File: src/rtl/mo3_serial_scheduler.sv
// Round-robin front end for a shared bit-serial "multiple of 3" residue engine.
// One word is accepted at a time, shifted MSB-first, and the verdict is reported with its owner.
module mo3_serial_scheduler #(
    parameter int W = 8
) (
    input  logic         clk,
    input  logic         reset,
    input  logic         req0,
    input  logic [W-1:0] data0,
    input  logic         req1,
    input  logic [W-1:0] data1,
    output logic         gnt0,
    output logic         gnt1,
    output logic         busy,
    output logic         ser_bit,
    output logic         done,
    output logic         is_mult3,
    output logic         owner
);

    localparam int CW = $clog2(W + 1);

    typedef enum logic [1:0] {
        IDLE   = 2'd0,
        SHIFT  = 2'd1,
        REPORT = 2'd2
    } state_t;

    state_t         state;
    state_t         state_next;
    logic [W-1:0]   shreg;
    logic [CW-1:0]  cnt;
    logic [1:0]     residue;
    logic [1:0]     residue_next;
    logic           rr;
    logic           cur_owner;
    logic           accept;
    logic           sel;
    logic           last_bit;

    // Handshake: a requester holds req and its word until it sees its gnt pulse,
    // then drops req that same cycle; the engine is out of IDLE long enough for this.
    always_comb begin
        state_next = state;
        accept     = 1'b0;
        sel        = 1'b0;
        case (state)
            IDLE: begin
                if (req0 || req1) begin
                    accept     = 1'b1;
                    sel        = (req0 && req1) ? rr : req1;
                    state_next = SHIFT;
                end
            end
            SHIFT: begin
                if (last_bit) begin
                    state_next = REPORT;
                end
            end
            REPORT: begin
                state_next = IDLE;
            end
            default: begin
                state_next = IDLE;
            end
        endcase
    end

    always_ff @(posedge clk) begin
        if (reset) begin
            state <= IDLE;
        end else begin
            state <= state_next;
        end
    end

    assign last_bit = (cnt == CW'(1));
    assign busy     = (state != IDLE);
    assign ser_bit  = (state == SHIFT) && shreg[W-1];

    // Residue of the prefix seen so far: r' = (2r + b) mod 3.
    always_comb begin
        residue_next = 2'd0;
        case (residue)
            2'd0:    residue_next = ser_bit ? 2'd1 : 2'd0;
            2'd1:    residue_next = ser_bit ? 2'd0 : 2'd2;
            2'd2:    residue_next = ser_bit ? 2'd2 : 2'd1;
            default: residue_next = 2'd0;
        endcase
    end

    always_ff @(posedge clk) begin
        if (reset) begin
            shreg     <= '0;
            cnt       <= '0;
            residue   <= 2'd0;
            rr        <= 1'b0;
            cur_owner <= 1'b0;
            gnt0      <= 1'b0;
            gnt1      <= 1'b0;
            done      <= 1'b0;
            is_mult3  <= 1'b0;
            owner     <= 1'b0;
        end else begin
            gnt0 <= accept && !sel;
            gnt1 <= accept && sel;
            done <= 1'b0;
            case (state)
                IDLE: begin
                    if (accept) begin
                        shreg     <= sel ? data1 : data0;
                        cur_owner <= sel;
                        residue   <= 2'd0;
                        cnt       <= CW'(W);
                    end
                end
                SHIFT: begin
                    residue <= residue_next;
                    shreg   <= {shreg[W-2:0], 1'b0};
                    cnt     <= cnt - CW'(1);
                    // Result registers load on the final shift edge so they are
                    // already stable for the whole REPORT cycle.
                    if (last_bit) begin
                        done     <= 1'b1;
                        is_mult3 <= (residue_next == 2'd0);
                        owner    <= cur_owner;
                    end
                end
                REPORT: begin
                    rr <= !cur_owner;
                end
                default: begin
                end
            endcase
        end
    end

endmodule
File: config.mk
export PLATFORM = sky130hd
export DESIGN_NAME = mo3_serial_scheduler
export DESIGN_NICKNAME = d
export VERILOG_FILES = /design/src/rtl/mo3_serial_scheduler.sv
export SDC_FILE = /design/constraint.sdc
export NUM_CORES = 1
export LEC_CHECK = 0
export CAP_MARGIN = 10
export CORE_UTILIZATION = 40
export CTS_CLUSTER_DIAMETER = 40
export CTS_CLUSTER_SIZE = 14
export DETAILED_ROUTE_END_ITERATION = 10
export PLACE_DENSITY_LB_ADDON = 0.3
export REMOVE_ABC_BUFFERS = 1
export SETUP_SLACK_MARGIN = 0.1
export SYNTH_ARGS = -nofsm -noshare
export SYNTH_HDL_FRONTEND = slang
export SYNTH_SLANG_ARGS = --single-unit
File: constraint.sdc
create_clock -name clk -period 1.1 [get_ports clk]
set_input_delay 0.11 -clock clk [delete_from_list [all_inputs] [get_ports clk]]
set_output_delay 0.11 -clock clk [all_outputs]
set_load 0.1 [all_outputs]
==> impl_metrics.yaml, run 1 <==
run_status:
  status: "complete, but fails checks"
  violations: "setup timing"
route:
  route.detailed.drc: 0
  via_per_inst: 5.479
  drt_iter0_drc: 6
  wl_met2_um: 1665
  first_pass_iters: 4
  wire_per_inst_um: 15.58
  postRouteAntennaNets: 0
  wl_met1_um: 1135
  vias: 1041
  wl_um: 2960
  wl_met3_um: 83
  top_layer: "met4"
timing:
  worst_pin_slew_ns: 0.2998
  worst_slack_ns: -0.2349
  slew_viol_final: 0
  max_freq_ghz: 0.7491
  slew_headroom_pct: 79.94
  setup-violations-final: 21
  period_minus_slack_ns: 1.335
  fin_crit_sh_pct: 121.4
  rsz0062_at_grt: "true"
  fin_skew_ns: 0.002194
  finalHoldViolations: 0
cells_and_area:
  layout.nets: 183
  syn_to_final_growth_pct: 76.00
  post-route-util_pct: 74.87
  drive_above_1_share_pct: 53.75
  n_fill_cell: 169
  antenna_cells: 0
setup_path:
  startpoint_type: "flip-flop"
  cp_max_fo: 3
  r2r_slack_ns: -0.20
  arrival_ns: 1.22
  cp.required_ns: 0.99
  path_class: "flip-flop to primary output"
  worstSetupEndpointType: "primary output"
grt:
  grt_pass1_wl_um: 4360
  grt_pass1_vias: 968
  overflow: 0
  antenna_found_initial: 0
  grt_start_max_net_pins: 14
  gr-usage-all-layers_pct: 21.40
place:
  portBuffers: 26
  dp_hpwl_um: 1859
  post-place-ws_ns: -0.3928
  place.gp.congestion: 0.7795
clock_network:
  clockBufferDepth: 2
  htree_levels: 1
  path_clk_slew_ns: 0.14
  cts_buffers: 3
  cts_tree: "done"
  clockRootBuffer: "clkbuf_4"
  cts_sinks: 23
  cts_hold_buf: 0
  clk_latency_ns: 0.32
logic_synthesis:
  avgSynthCellArea_um2: 9.581
  synth.area.top_cells: "dfxtp_1 (43%), mux2i_1 (9.4%), nor2_1 (5.3%)"
  synth_mux_area_share_pct: 9.412
  synth-seq-cells: 23
  synth_edf_count: 0
  synth-simple-area-share_pct: 17.53
  synthAdderAreaFrac_pct: 2.353
  synth_top_area_share_pct: 43.29
  synth_top_family_by_area: "compound AO/OA/AOI/OAI gates"
  synth_compound_area_share_pct: 19.76
  synth.distinct_cells: 39
  yosysWarnings: 0
  async_flop_share_pct: 0
  yosys.area.top_type: "dfxtp_1"
  synth_seq_area_share_pct: 43.29
  syn-instance-count: 111
  synth_area_mm2: 0.001064
  synth-xor-area-share_pct: 2.471
  synthFlopType: "dfxtp_1"
floorplanning:
  die_width_um: 53.57
  rows: 18
  dieHeight_um: 53.57
  core-area_mm2: 0.002500
  io_pins: 27
  initial_core_util_pct: 42.54
  die_area_mm2: 0.002869
power_and_ir_drop:
  p_total_w: 0.002258
  ir_worst_vdd_v: 0.0008601
  leakage_nw: 0.7497
  power.density_mw_per_mm2: 1206
job:
  max_cap_viol_count: 0
min_path:
  worstHoldPathType: "input port to flip-flop"
==> where the power goes <==
part	internal, W	leakage (nW)	switching, W
registers	0.000903	0.193	0.0000802
logic	0.000431	0.539	0.000422
clock network	0.000137	0.0177	0.000284
total	0.00147	0.750	0.000787
==> worst max-delay path, stage by stage, from the launching register on <==
cell     delay (ns)
dfxtp_4        0.38
buf_6          0.11
nor2_4         0.10
buf_6          0.12
inv_4          0.03
buf_12         0.15
==> per-layer routing <==
layer	up-vias	global-route usage, %
met4	0	10.53
met2	26	39.17
li1	497	-
met3	6	3.390
met1	512	23.74
met5	-	0
==> synthesized netlist by cell type, types with 2 or more instances <==
library cell  instances
dfxtp_1              23
nor2_1               15
mux2i_1              10
a21oi_1               7
inv_1                 5
o22ai_1               5
a22oi_1               4
buf_2                 2
ha_1                  2
nand2_1               2
nand3_1               2
nor3_1                2
nor3_2                2
o21ai_0               2
o21ai_1               2
o221ai_1              2
xor2_1                2
==> area by class of cell <==
class	count	area (um^2)	share of cell area [%]
multi-input cells	77	735.7	39.30
clock buffers	3	22.52	1.203
flip-flops and latches	23	479.2	25.60
well taps	30	37.54	2.005
repair buffers	50	566.8	30.28
clock inverters	1	5.005	0.2674
inverters	6	25.02	1.337
==> worst paths after layout <==
path | startpoint | endpoint | depth (start not counted)
hold reg to reg | shreg[0] | shreg[0] | 2
setup reg to reg | state[0] | shreg[5] | 6
setup / recovery | state[0] | busy | 5
hold / removal | req0 | cur_owner | 4
==> flip-flops by register name, summed over array words and instances, names as in the netlist <==
| register | flops |
|---|---|
| done | 1 |
| state | 2 |
| rr | 1 |
| gnt0 | 1 |
| cnt | 4 |
| is_mult3 | 1 |
| owner | 1 |
| shreg | 8 |
| residue | 2 |
| gnt1 | 1 |
| cur_owner | 1 |
==> placed cells by master (no fill, tap or decap), types with 3 or more instances in the layout <==
master and instances:
a22oi_2 5, buf_12 8, dfxtp_4 3, buf_4 12, dfxtp_1 14, buf_6 11
clkbuf_4 3, nor2_2 3, o22ai_1 4, a21oi_2 3, inv_1 3, dfxtp_2 6
mux2i_1 10, nor2_4 3, clkdlybuf4s50_1 18, nor2_1 9, a21oi_1 3
==> logic make-up after synthesis <==
logic type / count (synthesis)
buffers and inverters: 11
xor gates and xnor gates: 3
muxes: 10
AOI/OAI and AO/OA: 29
adders and majority gates: 2
and+or+nand+nor: 33
DFF: 23
==> through the flow <==
step	hold WS, ns	TNS, ns	std cells	area [um^2]
final	0.3255	-2.528	190	1872
after global routing	0.3604	-3.541	190	1872
after CTS	0.4197	-2.527	188	1730
after detailed placement	0.4583	-5.423	177	1524
after global placement	0.4553	-4.824	177	1524
after floorplan	0.1746	-2.459	106	1031
==> timing repair <==
action | in CTS | in global routing
setup endpoints to repair | 27 | 28
setup buffers | 8 | 4
pin swaps | 14 | 12
gates cloned | 0 | 0
gates resized for setup | 36 | 32
Note: power is estimated with default switching activity, not from simulation.
==> inputs of run 2 (changes only) <==
CAP_MARGIN = 5   (was 10)
GPL_TIMING_DRIVEN = 0   (was default)
==> run 2 against run 1 <==
The run still ends with setup timing left. Power fell by 9.3%. Core utilization is 8.9 points lower. Critical endpoint is now ser_bit. Non-clock buffer count down 15. Global-route usage is 3.7 points lower. Register-to-register slack improved by 0.02 ns. Sequential share of layout area is 3.3 points higher. Worst hold slack gained 0.088 ns. Combinational power is 20% lower. Die area unchanged. Worst setup slack improved by 0.022 ns. First-iteration DRC count is 83% higher. Largest power group unchanged.
==> impl_metrics.yaml, run 2 (synthesis gave the netlist of run 1 again) <==
floorplanning:
  dieHeight_um: 53.57
  io_pins: 27
  die_width_um: 53.57
  rows: 18
  die_area_mm2: 0.002869
  core-area_mm2: 0.002500
  initial_core_util_pct: 42.54
setup_path:
  path_class: "flip-flop to primary output"
  crit_slowest_cell: "dfxtp_4"
  startpoint_type: "flip-flop"
  arrival_ns: 1.20
  cpPeakStageDelay_ns: 0.40
  cp_max_fo: 4
  worstSetupEndpointType: "primary output"
  crit_chain: "nor2b_4 -> and2_4 -> buf_12"
  cp.required_ns: 0.99
  cp_top_family: "flip-flops"
  r2r_slack_ns: -0.18
  critPathBufInv: 1
grt:
  grt_pass1_vias: 839
  overflow: 0
  gr-usage-all-layers_pct: 17.70
  grt_pass1_wl_um: 3622
  grt_start_max_net_pins: 21
  antenna_found_initial: 0
route:
  drt_iter0_drc: 11
  wire_per_inst_um: 14.24
  wl_met1_um: 1010
  first_pass_iters: 4
  via_per_inst: 5.446
  top_layer: "met4"
  postRouteAntennaNets: 0
  vias: 953
  wl_met2_um: 1355
  wl_met3_um: 119
  wl_um: 2492
  route.detailed.drc: 0
cells_and_area:
  drive_above_1_share_pct: 41.38
  post-route-util_pct: 65.97
  mostFrequentLayoutCells: "clkdlybuf4s50_1 (16), dfxtp_1 (14), nor2_1 (13)"
  top_register: "shreg"
  n_fill_cell: 196
  reg_top3: "shreg: 8 flops, cnt: 4 flops"
  largest_register_ffs: 8
  finalInstanceArea_mm2: 0.001649
  final_cells: 175
  antenna_cells: 0
  layout.nets: 168
  syn_to_final_growth_pct: 55.06
  layout_commonest_cell: "clkdlybuf4s50_1"
clock_network:
  cts_tree: "done"
  clockBufferDepth: 2
  clockRootBuffer: "clkbuf_4"
  clk_latency_ns: 0.30
  path_clk_slew_ns: 0.13
  cts_sinks: 23
  cts_buffers: 3
  cts_hold_buf: 0
  htree_levels: 1
power_and_ir_drop:
  leakage_nw: 0.6538
  ir_worst_vdd_v: 0.001143
  power.density_mw_per_mm2: 1243
timing:
  slew_viol_final: 0
  worst_pin_slew_ns: 0.7952
  rsz0062_at_grt: "true"
  finalHoldViolations: 0
  max_freq_ghz: 0.7618
  worst_slack_ns: -0.2126
  setup-violations-final: 21
  slew_headroom_pct: 46.98
  fin_skew_ns: 0.003381
  fin_crit_sh_pct: 119.3
  setup_tns_ns: -2.915
  period_minus_slack_ns: 1.313
place:
  portBuffers: 26
  place_area_mm2: 0.001329
  post-place-ws_ns: -1.396
  dp_cells: 162
  place.gp.congestion: 0.7745
  dp_hpwl_um: 1597
run_status:
  violations: "setup timing"
  status: "complete, but fails checks"
min_path:
  worstHoldPathType: "input port to flip-flop"
job:
  max_cap_viol_count: 0
==> run 2: changes by cell type in the layout (fill, tap and decap cells not counted), moves of 2 or more <==
cell             change
buf_4                -9
o221ai_2             -2
o21ai_2              -2
nor2_4               -2
clkdlybuf4s50_1      -2
dlygate4sd2_1        +3
buf_6                -6
nor2_1               +4
o221ai_1             +2
nor2_2               -2
==> run 2: routing by layer <==
| metal | vias to the layer above | global-route usage (%) |
|---|---|---|
| li1 | 466 | - |
| met1 | 452 | 21.07 |
| met2 | 33 | 32.50 |
| met3 | 2 | 3.390 |
| met4 | 0 | 3.947 |
| met5 | - | 0 |
==> run 2: worst register-to-register path: stages (launching register included) <==
cell	delay, ns
dfxtp_4	0.40
buf_4	0.13
nor3_4	0.05
or2_4	0.32
a22oi_2	0.16
o22ai_1	0.09
==> run 2: layout make-up <==
| type | instances | area (um^2) | area share [%] |
|---|---|---|---|
| Tap cell | 30 | 37.54 | 2.276 |
| Clock buffer | 3 | 22.52 | 1.366 |
| Clock inverter | 1 | 5.005 | 0.3035 |
| Multi-Input combinational cell | 77 | 659.4 | 39.98 |
| Sequential cell | 23 | 476.7 | 28.91 |
| Inverter | 6 | 22.52 | 1.366 |
| Timing Repair Buffer | 35 | 425.4 | 25.80 |
==> run 2: per-stage QoR <==
stage	power, W	hold slack, ns
2_1_floorplan	0.001305	0.1746
3_3_place_gp	0.001459	0.4600
6_report	0.002049	0.4135
3_5_place_dp	0.001474	0.4806
5_1_grt	0.002160	0.4319
4_1_cts	0.001981	0.4126
==> run 2: worst paths after layout <==
check | cells after the start | to | from
worst max-delay path | 3 | ser_bit | state[0]
worst min-delay path | 3 | shreg[0] | data1[0]
worst max register to register | 5 | shreg[7] | state[0]
worst min register to register | 2 | shreg[0] | shreg[0]
==> run 2: power by group <==
part | total [W] | internal [W] | leakage, nW | switching, W
logic | 0.000680 | 0.000325 | 0.443 | 0.000355
clock network | 0.000388 | 0.000135 | 0.0177 | 0.000252
registers | 0.000982 | 0.000904 | 0.193 | 0.0000780
==> run 2: repair_timing <==
item | CTS | global route
setup buffers | 6 | 3
pin swaps | 6 | 7
cloned | 0 | 0
endpoints found under the setup margin | 30 | 30
gates resized for setup | 85 | 24
==> inputs of run 3 (changes only) <==
GPL_TIMING_DRIVEN = 1   (was 0)
==> results of run 3 <==
No change in the layout: final DEF, timing and power equal those of run 1.
